## src/rtl/rsa_core_host.sv

```systemverilog
// Host-side sequencer for an RSA core: loads M/E/N over a strobed word bus,
// waits for the core's completion (or a timeout), and returns the result.
module rsa_core_host #(
    parameter int   DATA_WIDTH = 8,
    parameter logic LOAD       = 1'b0,
    parameter int   TIMEOUT    = 64
) (
    input  logic                  host_clk,
    input  logic                  host_rst,
    input  logic                  req_valid,
    output logic                  req_ready,
    input  logic [DATA_WIDTH-1:0] req_m,
    input  logic [DATA_WIDTH-1:0] req_e,
    input  logic [DATA_WIDTH-1:0] req_n,
    output logic                  host_load,
    output logic [DATA_WIDTH-1:0] host_dout,
    input  logic                  host_done,
    input  logic                  host_err,
    input  logic [DATA_WIDTH-1:0] host_c,
    output logic                  rsp_valid,
    input  logic                  rsp_ready,
    output logic [DATA_WIDTH-1:0] rsp_c,
    output logic                  rsp_err,
    output logic                  rsp_timeout
);

    localparam int CW = (TIMEOUT > 1) ? $clog2(TIMEOUT) : 1;
    localparam logic [CW-1:0] CNT_LAST = CW'(TIMEOUT - 1);

    typedef enum logic [3:0] {
        START_UP, IDLE, DRV_M, GAP_M, DRV_E, GAP_E, DRV_N, WAIT_DONE, RESP
    } state_t;

    state_t                r_state;
    state_t                w_state_next;
    logic                  r_half;
    logic [CW-1:0]         r_cnt;
    logic [DATA_WIDTH-1:0] r_m, r_e, r_n, r_dout;
    logic [DATA_WIDTH-1:0] r_rsp_c;
    logic                  r_rsp_err, r_rsp_timeout;
    logic                  w_accept, w_expired, w_drv;

    assign w_accept  = (r_state == IDLE) && req_valid;
    assign w_expired = (r_cnt == CNT_LAST);
    assign w_drv     = (r_state == DRV_M) || (r_state == DRV_E) || (r_state == DRV_N);

    // NOTE: every signal written here gets a default first, so no path can infer a latch.
    always_comb begin
        w_state_next = r_state;
        case (r_state)
            START_UP:  if (r_half)                  w_state_next = IDLE;
            IDLE:      if (req_valid)               w_state_next = DRV_M;
            DRV_M:     if (r_half)                  w_state_next = GAP_M;
            GAP_M:     if (r_half)                  w_state_next = DRV_E;
            DRV_E:     if (r_half)                  w_state_next = GAP_E;
            GAP_E:     if (r_half)                  w_state_next = DRV_N;
            DRV_N:     if (r_half)                  w_state_next = WAIT_DONE;
            WAIT_DONE: if (host_done || w_expired)  w_state_next = RESP;
            RESP:      if (rsp_ready)               w_state_next = IDLE;
            default:                                w_state_next = START_UP;
        endcase
    end

    // NOTE: state is updated with non-blocking assignments so all registers see pre-edge values.
    always_ff @(posedge host_clk or posedge host_rst) begin
        if (host_rst) begin
            r_state <= START_UP;
            r_half  <= 1'b0;
            r_cnt   <= '0;
        end else begin
            r_state <= w_state_next;
            // r_half marks the second cycle of the two-cycle states
            r_half  <= (w_state_next == r_state) ? ~r_half : 1'b0;
            r_cnt   <= (r_state == WAIT_DONE && w_state_next == WAIT_DONE) ? r_cnt + CW'(1) : '0;
        end
    end

    always_ff @(posedge host_clk or posedge host_rst) begin
        if (host_rst) begin
            r_m           <= '0;
            r_e           <= '0;
            r_n           <= '0;
            r_dout        <= '0;
            r_rsp_c       <= '0;
            r_rsp_err     <= 1'b0;
            r_rsp_timeout <= 1'b0;
        end else begin
            if (w_accept) begin
                r_m    <= req_m;
                r_e    <= req_e;
                r_n    <= req_n;
                r_dout <= req_m;
            end
            // host_dout switches only when the next DRV state begins
            if (r_state == GAP_M && r_half) r_dout <= r_e;
            if (r_state == GAP_E && r_half) r_dout <= r_n;
            if (r_state == WAIT_DONE) begin
                if (host_done) begin
                    r_rsp_c       <= host_c;
                    r_rsp_err     <= host_err;
                    r_rsp_timeout <= 1'b0;
                end else if (w_expired) begin
                    r_rsp_c       <= '1;
                    r_rsp_err     <= 1'b0;
                    r_rsp_timeout <= 1'b1;
                end
            end
        end
    end

    assign req_ready   = (r_state == IDLE);
    assign rsp_valid   = (r_state == RESP);
    assign host_load   = w_drv ? LOAD : ~LOAD;
    assign host_dout   = r_dout;
    assign rsp_c       = r_rsp_c;
    assign rsp_err     = r_rsp_err;
    assign rsp_timeout = r_rsp_timeout;

endmodule

```

## config.mk

```make
export PLATFORM = sky130hd
export DESIGN_NAME = rsa_core_host
export DESIGN_NICKNAME = d
export VERILOG_FILES = /design/src/rtl/rsa_core_host.sv
export SDC_FILE = /design/constraint.sdc
export NUM_CORES = 1
export LEC_CHECK = 0
export CORE_ASPECT_RATIO = 1.4
export CORE_UTILIZATION = 37
export CTS_CLUSTER_SIZE = 30
export DETAILED_ROUTE_END_ITERATION = 8
export HOLD_SLACK_MARGIN = 0.05
export PLACE_DENSITY = 0.64
export SLEW_MARGIN = 5
export SYNTH_ARGS = -nofsm -noshare
export SYNTH_HDL_FRONTEND = slang
export SYNTH_SLANG_ARGS = --single-unit
```

## constraint.sdc

```tcl
create_clock -name host_clk -period 1.6 [get_ports host_clk]
set_input_delay 0.24 -clock host_clk [delete_from_list [all_inputs] [get_ports host_clk]]
set_output_delay 0.24 -clock host_clk [all_outputs]
set_load 0.1 [all_outputs]
```

# ---- Yosys cells after proc, flatten, opt, wreduce, memory -nomap -nowiden
# Index checks and enable logic that the tools add are counted.
dict set report word_totals {
  elab_cells 55
  register_bits 45
  romBits 0
  input_bits 38
  out_inout_bits 21
  latchBits 0
  mem_bits_rw 0
  n_memories 0
}
dict set report classes {
  n_reduce_logical 11
  n_div 0
  muxes 22
  n_mul 0
  magnitude_cmp 0
  shifts 0
  n_eq_ne 11
  addsub 1
  bitwise 1
}
# operator n
set ops {}
lappend ops {{$mux W8} 5}
lappend ops {{$mux W4} 9}
lappend ops {{$pmux W4 S9} 1}
lappend ops {{$eq A4 B3 Y1 const B} 5}
lappend ops {{$eq A4 B2 Y1 const B} 2}
lappend ops {{$add A6 B1 Y6 const B} 1}
lappend ops {{$eq A6 B6 Y1 const B} 1}
lappend ops {{$mux W1} 6}
lappend ops {{$mux W6} 1}
lappend ops {{$eq A4 B1 Y1 const B} 1}
lappend ops {{$eq A4 B4 Y1} 1}
lappend ops {{$eq A4 B4 Y1 const B} 1}
lappend ops {{$logic_and A1 B1 Y1} 4}
lappend ops {{$logic_not A4 Y1} 1}
lappend ops {{$logic_or A1 B1 Y1} 3}
lappend ops {{$reduce_bool A3 Y1} 1}
lappend ops {{$reduce_and A2 Y1} 1}
lappend ops {{$reduce_bool A2 Y1} 1}
lappend ops {{$not A1 Y1} 1}

# ---- Longest topological paths before layout
# Gate-level depths: netlist of the first run.
dict set report depth {
  depth_word 7
  mapped_depth 6
}

# ---- Worst setup path after synthesis of the first run
# Ideal clock, no wire load.
dict set report synth_timing {
  path_type {reg2reg}
  from {register r_state[0]}
  to {register r_state[3]}
  path_buffers 1
  arrival_ps 4172
  synth_period_minus_slack_ps 4249
  setup_time_ps 77
  stages_incl_launch_ff 4
  slack_ps -2649
  path_cell_list {dfrtp_1 buf_4 nor4b_1 a21o_1}
}
dict set report synth_via {
  elab_chain_cells 2
  word_cells_on_any_way 10
  classes_between {8 x eq/ne; 1 x mux; 1 x reduce/logical}
}
# item line_no
set synth_lines {}
lappend synth_lines {{from (decl)} 34} ;# state_t r_state;
lappend synth_lines {{from (signal assigned)} 71} ;# r_state <= w_state_next;
lappend synth_lines {{$eq A4 B4 Y1} --}
lappend synth_lines {{net rsp_valid} 20} ;# output logic rsp_valid,
lappend synth_lines {{$pmux W4 S9} 50} ;# case (r_state)
lappend synth_lines {{net w_state_next[3]} 35} ;# state_t w_state_next;
# The timed path passes the listed nets, and every way through them passes these cells.
# A chain may end at the register's enable or synchronous reset.

# ---- Final worst setup path of the first run
dict set report layout_timing {
  from {register r_state[1]}
  to {output rsp_valid}
}
dict set report layout_via {
  elab_chain_cells 1
}
# item line_no
set layout_lines {}
lappend layout_lines {{$eq A4 B4 Y1} 112} ;# assign rsp_valid = (r_state == RESP);
lappend layout_lines {{to (decl)} 20}
# No other way between the ends.

==> impl_metrics.toml, run 1 <==
[outcome]
status = "complete, but fails checks"
violations = "negative setup slack"

[routing]
first_pass_iters = 4
drt_wl_total_um = 5030
avgViaCountPerCell = 4.98
via_count = 1628
wl_per_cell_um = 15.4
drc_errors = 0
drt_iter0_drc = 101
antenna_left = 0

[synth]
yosysUniqueCellTypes = 41
ys_ff_latch = 45
syn-num-nets = 217
syn_area_mm2 = 0.00208
seq_area_frac_synth_pct = 54.1
avgSynthCellArea_um2 = 11.7
syn_inst = 178
yosys_warnings = 0

[grt]
grtUsageTotal_pct = 18.1
antenna_found_initial = 0
grt_max_degree = 46
grt_pass1_vias = 1680
grt_pass1_wl_um = 8150
overflow = 0

[setup_path]
critPathKind = "reg2out"
slowest_delay_ps = 450
slowest_stage = "dfrtp_2"
path_delay_family = "flip-flops"
cp-end-kind = "output pin"
r2r_start = "r_state[1]$_DFF_PP0_"
worstPathRequired_ps = 1360
reg2reg_to = "host_dout[0]$_DFFE_PP0P_"
startpoint_type = "flop"
cp_max_fo = 5
critPathBufInv = 2
reg2regPathDepth = 6
arrival_ps = 1470
rrSetupSlack_ps = 30
crit_chain = "buf_6, nor4b_4, buf_12"

[sta]
finClkSkew_ps = 6.79
post-route-period-util_pct = 107
rsz0062_at_grt = "true"
worst_slew_pin_slew_ps = 318
setup_ws_ps = -107
relSlewSlack_pct = 78.6
finalSetupViolCount = 3
finalCriticalPeriod_ps = 1710
slew_viol_final = 0
finalHoldViolCount = 0
hold_ws_ps = 274
timing.fmax_ghz = 0.586

[layout]
seq_area_mm2 = 0.00113
finalNetCount = 299
multi_input_area_um2 = 910
final_cell_mix = "dfrtp_1 (43), clkdlybuf4s50_1 (37), buf_4 (24)"
fillers = 439
area_growth_pct = 57.7
final_cells = 327
num_antenna_cells = 0
layout_commonest_cell = "dfrtp_1"
drive_gt1_share_pct = 36.4

[die]
dieArea_mm2 = 0.00593
start_util_pct = 39.5
chipWidth_um = 65.4
ios = 59
coreArea_mm2 = 0.00528
die_h_um = 90.8
rows = 31

[clock_tree]
clock_sinks = 45
clk_pin_slew_ps = 90
cts_max_level = 2
numCtsBuffers = 5
postCtsHoldBufs = 0
clk_latency_ps = 300
cts_tree = "yes"
clockBufferDepth = 2
cts_root_buffer = "clkbuf_8"

[placement]
gp_congestion = 0.805
portBuffers = 58
dp_cells = 309
hpwlAfterDp_um = 3560

[hold_path]
min_path_type = "in2async"

[flow_run]
maxCapViolCount = 0
## final cells by class
type / count / area share, %
Tap cell: 66 / 2.52
Clock inverter: 2 / 0.419
Multi-Input combinational cell: 111 / 27.7
Timing Repair Buffer: 86 / 31.2
Inverter: 11 / 1.26
Sequential cell: 45 / 34.4
Clock buffer: 6 / 2.52
## logic make-up (layout without fill, tap and decap cells)
group           Yosys count  after routing  synth area share [%]
xor+xnor                  4              4                  1.68
simple gates             41             42                  11.2
flops                    45             45                  54.1
fa+ha+maj                 1              1                 0.601
compound gates           45             45                  16.1
buf+inv                  23            105                  6.13
mux                      19             19                  10.2
## synth_stat cells (all sizes together)
master / number / share of area [%]
or3: 2 / 0.60
a22o: 8 / 3.4
o21a: 2 / 0.72
a31oi: 1 / 0.30
o211ai: 1 / 0.36
nor3b: 1 / 0.90
inv: 11 / 2.0
a21o: 1 / 0.36
o22a: 8 / 3.4
nor3: 1 / 0.24
nor2b: 3 / 1.0
nor2: 16 / 2.9
xnor2: 3 / 1.3
a21oi: 1 / 0.24
nand2: 6 / 1.2
clkbuf: 1 / 0.24
xor2: 1 / 0.42
o21ai: 13 / 3.1
a2bb2oi: 8 / 3.4
mux2: 18 / 9.7
mux2i: 1 / 0.48
and3: 3 / 0.90
nand3: 3 / 0.96
nand4b: 1 / 0.42
o41ai: 1 / 0.42
nand3b: 1 / 0.36
o221ai: 1 / 0.42
and2: 1 / 0.30
nor4b: 1 / 0.42
buf: 11 / 3.9
ha: 1 / 0.60
nand2b: 2 / 0.96
dfrtp: 45 / 54
## how the worst max path moves through the flow
stage	cells past startpoint	endpoint	from	slack [ps]
2_1_floorplan	4	r_state[0]$_DFF_PP0_	r_state[1]$_DFF_PP0_	-390
3_3_place_gp	5	host_dout[6]$_DFFE_PP0P_	req_valid	-130
3_5_place_dp	5	host_dout[2]$_DFFE_PP0P_	req_valid	-190
4_1_cts	3	rsp_valid	r_state[2]$_DFF_PP0_	-160
5_1_grt	3	rsp_valid	r_state[1]$_DFF_PP0_	-170
6_report	3	rsp_valid	r_state[1]$_DFF_PP0_	-110
## stage by stage
step / util (%) / cell area (um2) / worst slack (ps) / TNS [ps]
CTS: 60.2 / 3170 / -158 / -260
floorplan: - / 2110 / -386 / -1150
finish: 62.2 / 3280 / -107 / -203
global route: 62.2 / 3280 / -166 / -410
detailed placement: 57.9 / 3050 / -189 / -2480
global placement: 57.9 / 3050 / -132 / -2050
## registers in the layout (all words and copies together) (netlist names)
signal       flops
r_half           1
r_state          4
host_dout        8
r_cnt            6
r_n              8
rsp_err          1
rsp_timeout      1
r_e              8
rsp_c            8
## routing by layer
metal / wire, um / up-vias / global-route usage (%)
met4: 97 / 0 / 5.43
met1: 1960 / 762 / 22.5
li1: - / 792 / -
met3: 348 / 8 / 5.43
met2: 2620 / 66 / 29.8
met5: 0 / - / 0
## worst min-delay path: stages
cell and delay, ps:
clkdlybuf4s50_1 410, inv_2 70, buf_12 230
## repair_timing
action	4_1_cts	5_1_grt
pin swaps	1	2
endpoints found under the setup margin	14	21
resized for setup	6	11
setup buffers	1	8
gates cloned	0	1
Power of run 1 is not shown: default switching activity piles up to over one toggle a cycle in this logic, so the estimate is an artifact.
==> run 2, diff against run 1 <==
CAP_MARGIN = 5   (was default)
HOLD_SLACK_MARGIN = 0.06   (was 0.05)
==> results of run 2 <==
The final DEF is identical to that of run 1; final timing and power are the same.
Power of run 2 is left out for the same reason.
==> run 3, diff against run 2 <==
ABC_CLOCK_PERIOD_IN_PS = 1600   (was default)
==> results of run 3 <==
The final DEF is identical to that of run 1; final timing and power are the same.
Power of run 3 is left out for the same reason.
==> RTL change 1: new RTL, settings of run 1 <==
Set the parameter `LOAD` to 1'b1 (it was 1'b0).
--- a/src/rtl/rsa_core_host.sv
+++ b/src/rtl/rsa_core_host.sv
@@ -2,7 +2,7 @@
 // waits for the core's completion (or a timeout), and returns the result.
 module rsa_core_host #(
     parameter int   DATA_WIDTH = 8,
-    parameter logic LOAD       = 1'b0,
+    parameter logic LOAD       = 1'b1,
     parameter int   TIMEOUT    = 64
 ) (
     input  logic                  host_clk,
Function: changed (a bounded check fails within 4 cycles, from zero or initial values and one cycle with host_rst high).
==> RTL change 1 against run 1 <==
The run still ends with setup timing left; sequential cell count is the same; clock skew grew 1.8 ps; utilization shrank 2.5 points; design area grew 6.7%; synthesized area grew 7.5%; routed wire length grew 9.9%; setup slack gained 30 ps; critical path type unchanged; highest routed layer unchanged.
==> RTL change 1: results (changes against run 1) <==
| Metric | Value |
|---|---|
| Final clock skew | 8.58 ps (was 6.79 ps) |
| Static power due to leakage | between 0.0015 and 0.002 µW |
| Maximum vdd ir drop | 1.16 mV |
| Number of antenna violations at the first check in global routing | 0 (unchanged) |
| Post-synth ARST share | 1.00 (unchanged) |
| Fin cells | 356 (was 327) |
| Die width | 67.7 µm (was 65.4 µm) |
| Number of global-route vias before repair | 1911 (was 1680) |
| HPWL after detailed placement | 3.78 mm (was 3.56 mm) |
| Placed cell areas | 3210 µm² (was 3050 µm²) |
| Worst min-delay path category | in -> async (unchanged) |
| Maximum number of pins on one net before global-route repair | 46 (unchanged) |
| Setup WS post-layout | -77.9 ps (was -107 ps) |
| Global Route Usage Sum | 0.187 (was 0.181) |
| Worst-skew pair later-pin latency | 300 ps (about the same) |
| Cell types with the highest counts after synthesis | sky130_fd_sc_hd__dfrtp_1, sky130_fd_sc_hd__nand3_1, sky130_fd_sc_hd__mux2_2 (was sky130_fd_sc_hd__dfrtp_1, sky130_fd_sc_hd__mux2_2, sky130_fd_sc_hd__nor2_1) |
| Depth of the CTS H-tree | 2 (unchanged) |
| Count of buffers from port buffering | 58 (unchanged) |
| Worst Path Arrival | 1440 ps (was 1470 ps) |
| Clock transition at the registers of the reported paths | 90 ps (about the same) |
| Critical path destination | rsp_valid (unchanged) |
| Synth Net Count | 237 (was 217) |
| # fillers | 491 (was 439) |
| Largest buffer count on any clock path | 2 (unchanged) |
| Reg-to-reg endpoint | r_half (was host_dout[0]) |
| Drt first-iter violations | 109 (was 101) |
| Yosys synthesis warning count | 0 (unchanged) |
| Fraction of final layout cells with drive strength greater than 1 | 0.388 (was 0.364) |
| Number of distinct library cells after synthesis | 43 (was 41) |
| Ant diodes | 0 (unchanged) |
| Portion of the post-synthesis area used by sequential elements | 0.503 (was 0.541) |
| Status | finished with violations (unchanged) |
| Wire length of the first global-routing pass | 8.96 mm (was 8.15 mm) |
| Vias per cell | 5.31 (was 4.98) |
| Failing checks | setup timing (unchanged) |
| R2R setup slack | -20 ps (was 30 ps) |
| Met3 track demand over resource | 0.0376 (was 0.0543) |
| Setup Viol. Count Final | 4 (was 3) |
| Placed cell count | 330 (was 309) |
| Nets | 324 (was 299) |
| Reg2reg path depth | 5 (was 6) |
| GP Congestion | 0.791 (was 0.805) |
| Synth area leaders | sky130_fd_sc_hd__dfrtp_1, sky130_fd_sc_hd__mux2_2, sky130_fd_sc_hd__o221a_2 (was sky130_fd_sc_hd__dfrtp_1, sky130_fd_sc_hd__mux2_2, sky130_fd_sc_hd__a2bb2oi_1) |
| Fraction of met2 tracks used by global routing | 0.327 (was 0.298) |
| Total routed wirelength | 5.53 mm (was 5.03 mm) |
| Met1 Usage GRT | 0.218 (was 0.225) |
| Critical path origin | r_state[0] (was r_state[1]) |
| Post-synthesis instance total | 198 (was 178) |
| Crit Path Max Fanout | 5 (unchanged) |
| Actual transition at the worst max-transition pin | 432 ps (was 318 ps) |
## RTL change 1: cell count changes after synthesis, moves of 9 or more
| cell | change |
|---|---|
| sky130_fd_sc_hd__a211o_1 | +9 |
| sky130_fd_sc_hd__nand3_1 | +17 |
| sky130_fd_sc_hd__nor2_1 | -11 |
| sky130_fd_sc_hd__o221a_2 | +9 |
## RTL change 1: where the power goes
part,switching (µW),internal [µW]
Combinational,2620,2050
Sequential,447,1600
Clock,388,350
## RTL change 1: layer usage
metal	vias up	wire, µm
li1	906	-
met5	-	0
met4	0	76
met2	51	2880
met1	928	2320
met3	6	250
## RTL change 1: worst min-delay path by stage
stage,startpoint,end,slack (ps),cells past startpoint
floorplan,req_e[0],r_e[0],390,1
global placement,r_cnt[0],r_cnt[0],450,1
detailed placement,r_cnt[0],r_cnt[0],450,1
CTS,host_rst,rsp_c[2],290,3
global route,host_rst,r_n[0],320,3
finish,host_rst,r_e[4],280,3
## RTL change 1: cell families (layout without fill, tap and decap cells)
family,Yosys count,after routing,share of synthesized area
buf+inv,30,118,0.0654
mux,18,18,0.0895
simple gates,57,57,0.155
flops,45,45,0.503
fa+ha+maj,1,1,0.00559
xor+xnor,4,4,0.0157
compound gates,43,43,0.165
## RTL change 1: stage by stage
stage / utilization / setup slack (ps) / power, µW / setup TNS [ps]
6_report: 0.598 / -77.9 / 7450 / -208
2_1_floorplan: - / -337 / 4770 / -648
5_1_grt: 0.598 / -122 / 7810 / -450
3_3_place_gp: 0.548 / 10.1 / 6300 / 0
3_5_place_dp: 0.548 / -36.3 / 6340 / -279
4_1_cts: 0.577 / -87.0 / 7290 / -313
## RTL change 1: area by class of cell
| class | instances | area [µm²] | area share |
|---|---|---|---|
| clock buffer | 6 | 82.6 | 0.0236 |
| tap | 70 | 87.6 | 0.0250 |
| timing repair buffer | 96 | 1130 | 0.322 |
| multi-input combinational | 123 | 1010 | 0.289 |
| inverter | 14 | 52.6 | 0.0150 |
| clock inverter | 2 | 13.8 | 0.00393 |
| sequential | 45 | 1130 | 0.322 |
## RTL change 1: critical path, cell delays in order, from the launching register on
cell and delay (ps):
sky130_fd_sc_hd__dfrtp_1 430, sky130_fd_sc_hd__buf_6 160, sky130_fd_sc_hd__nor4b_4 340, sky130_fd_sc_hd__buf_12 220
## RTL change 1: repair_timing
action,CTS,global route
gates resized for setup,7,11
pin swaps,3,6
endpoints found under the setup margin,15,30
buffers inserted,7,11
==> RTL change 2: new RTL, config.mk and constraints of run 1 <==
Made on the original files. Reset style: synchronous (`host_rst`), changed in 2 clocked blocks.
--- a/src/rtl/rsa_core_host.sv
+++ b/src/rtl/rsa_core_host.sv
@@ -62,7 +62,7 @@
     end
 
     // NOTE: state is updated with non-blocking assignments so all registers see pre-edge values.
-    always_ff @(posedge host_clk or posedge host_rst) begin
+    always_ff @(posedge host_clk) begin
         if (host_rst) begin
             r_state <= START_UP;
             r_half  <= 1'b0;
@@ -75,7 +75,7 @@
         end
     end
 
-    always_ff @(posedge host_clk or posedge host_rst) begin
+    always_ff @(posedge host_clk) begin
         if (host_rst) begin
             r_m           <= '0;
             r_e           <= '0;
Function: differs if host_rst is asserted again (counterexample within 4 cycles, from zero or initial values and one cycle with host_rst high); with host_rst held inactive, the same outputs for 10 cycles.
==> RTL change 2 against run 1 <==
The run still ends with setup timing left; die area is 5.1% lower; setup slack better by 59 ps; sequential cell count unchanged; design area fell by 3.4%; synthesized area decreased by 5.3%; routed wire length shrank 6.4%; via count is 10% higher; critical endpoint unchanged.
==> RTL change 2: results (changes against run 1) <==
| Metric | Value |
|---|---|
| Area of combinational cells with multiple inputs | 981 µm² (was 910 µm²) |
| Setup tns final | -76.3 ps (was -203 ps) |
| Reg-to-reg critical path startpoint | r_half (was r_state[1]) |
| Fraction of final layout cells with drive strength greater than 1 | 0.251 (was 0.364) |
| Adder-cell share of the synthesized area | 0.00635 (was 0.00601) |
| Reg2reg path depth | 5 (was 6) |
| Met1 routed wirelength after detailed routing | 1.94 mm (was 1.96 mm) |
| Layout buffering overhead excluding clock cells | 0.331 (was 0.312) |
| GP Congestion | 0.807 (was 0.805) |
| Detailed route wirelength on metal2 | 2.39 mm (was 2.62 mm) |
| Setup Viol. Count Final | 2 (was 3) |
| Fraction of met2 tracks used by global routing | 0.331 (was 0.298) |
| Global Route Usage Sum | 0.174 (was 0.181) |
| Status | finished with violations (unchanged) |
| Vias after detailed routing | 1794 (was 1628) |
| Portion of the post-synthesis area used by sequential elements | 0.457 (was 0.541) |
| Met3 track demand over resource | 0.0477 (was 0.0543) |
| Synth Net Count | 251 (was 217) |
| Setup WS post-layout | -48.9 ps (was -107 ps) |
| Length of routed met3 wiring | 306 µm (was 348 µm) |
| Post-CTS Repair Setup Buffers | 2 (was 1) |
| Failing checks | setup timing (unchanged) |
| Worst path top cell family by delay | buffers and inverters (was flip-flops) |
| Clk_buf instances | 5 (was 6) |
| Drt first-iter violations | 74 (was 101) |
| Crit Path Max Fanout | 6 (was 5) |
| Final clock skew | 6.57 ps (was 6.79 ps) |
RTL change 2: changes by cell type in the layout (fill, tap and decap cells not counted), moves of 8 or more:
cell                      before  now
sky130_fd_sc_hd__o21ai_0      12    2
sky130_fd_sc_hd__dfxtp_1       0   42
sky130_fd_sc_hd__a21oi_1       1   17
sky130_fd_sc_hd__a32o_1        0    8
sky130_fd_sc_hd__a211o_1       0    8
sky130_fd_sc_hd__nand2_1       3   38
sky130_fd_sc_hd__mux2_2       18    1
sky130_fd_sc_hd__dfrtp_1      43    0
sky130_fd_sc_hd__o22a_1        8    0
RTL change 2: through the flow:
step	worst slack [ps]	instances	hold slack (ps)	total power, µW
after floorplan	-924	212	376	1430
after global placement	-130	347	429	1650
after detailed placement	-151	347	436	1650
after CTS	-64.9	357	454	2660
after global routing	-96.3	357	468	2730
final	-48.9	357	449	2630
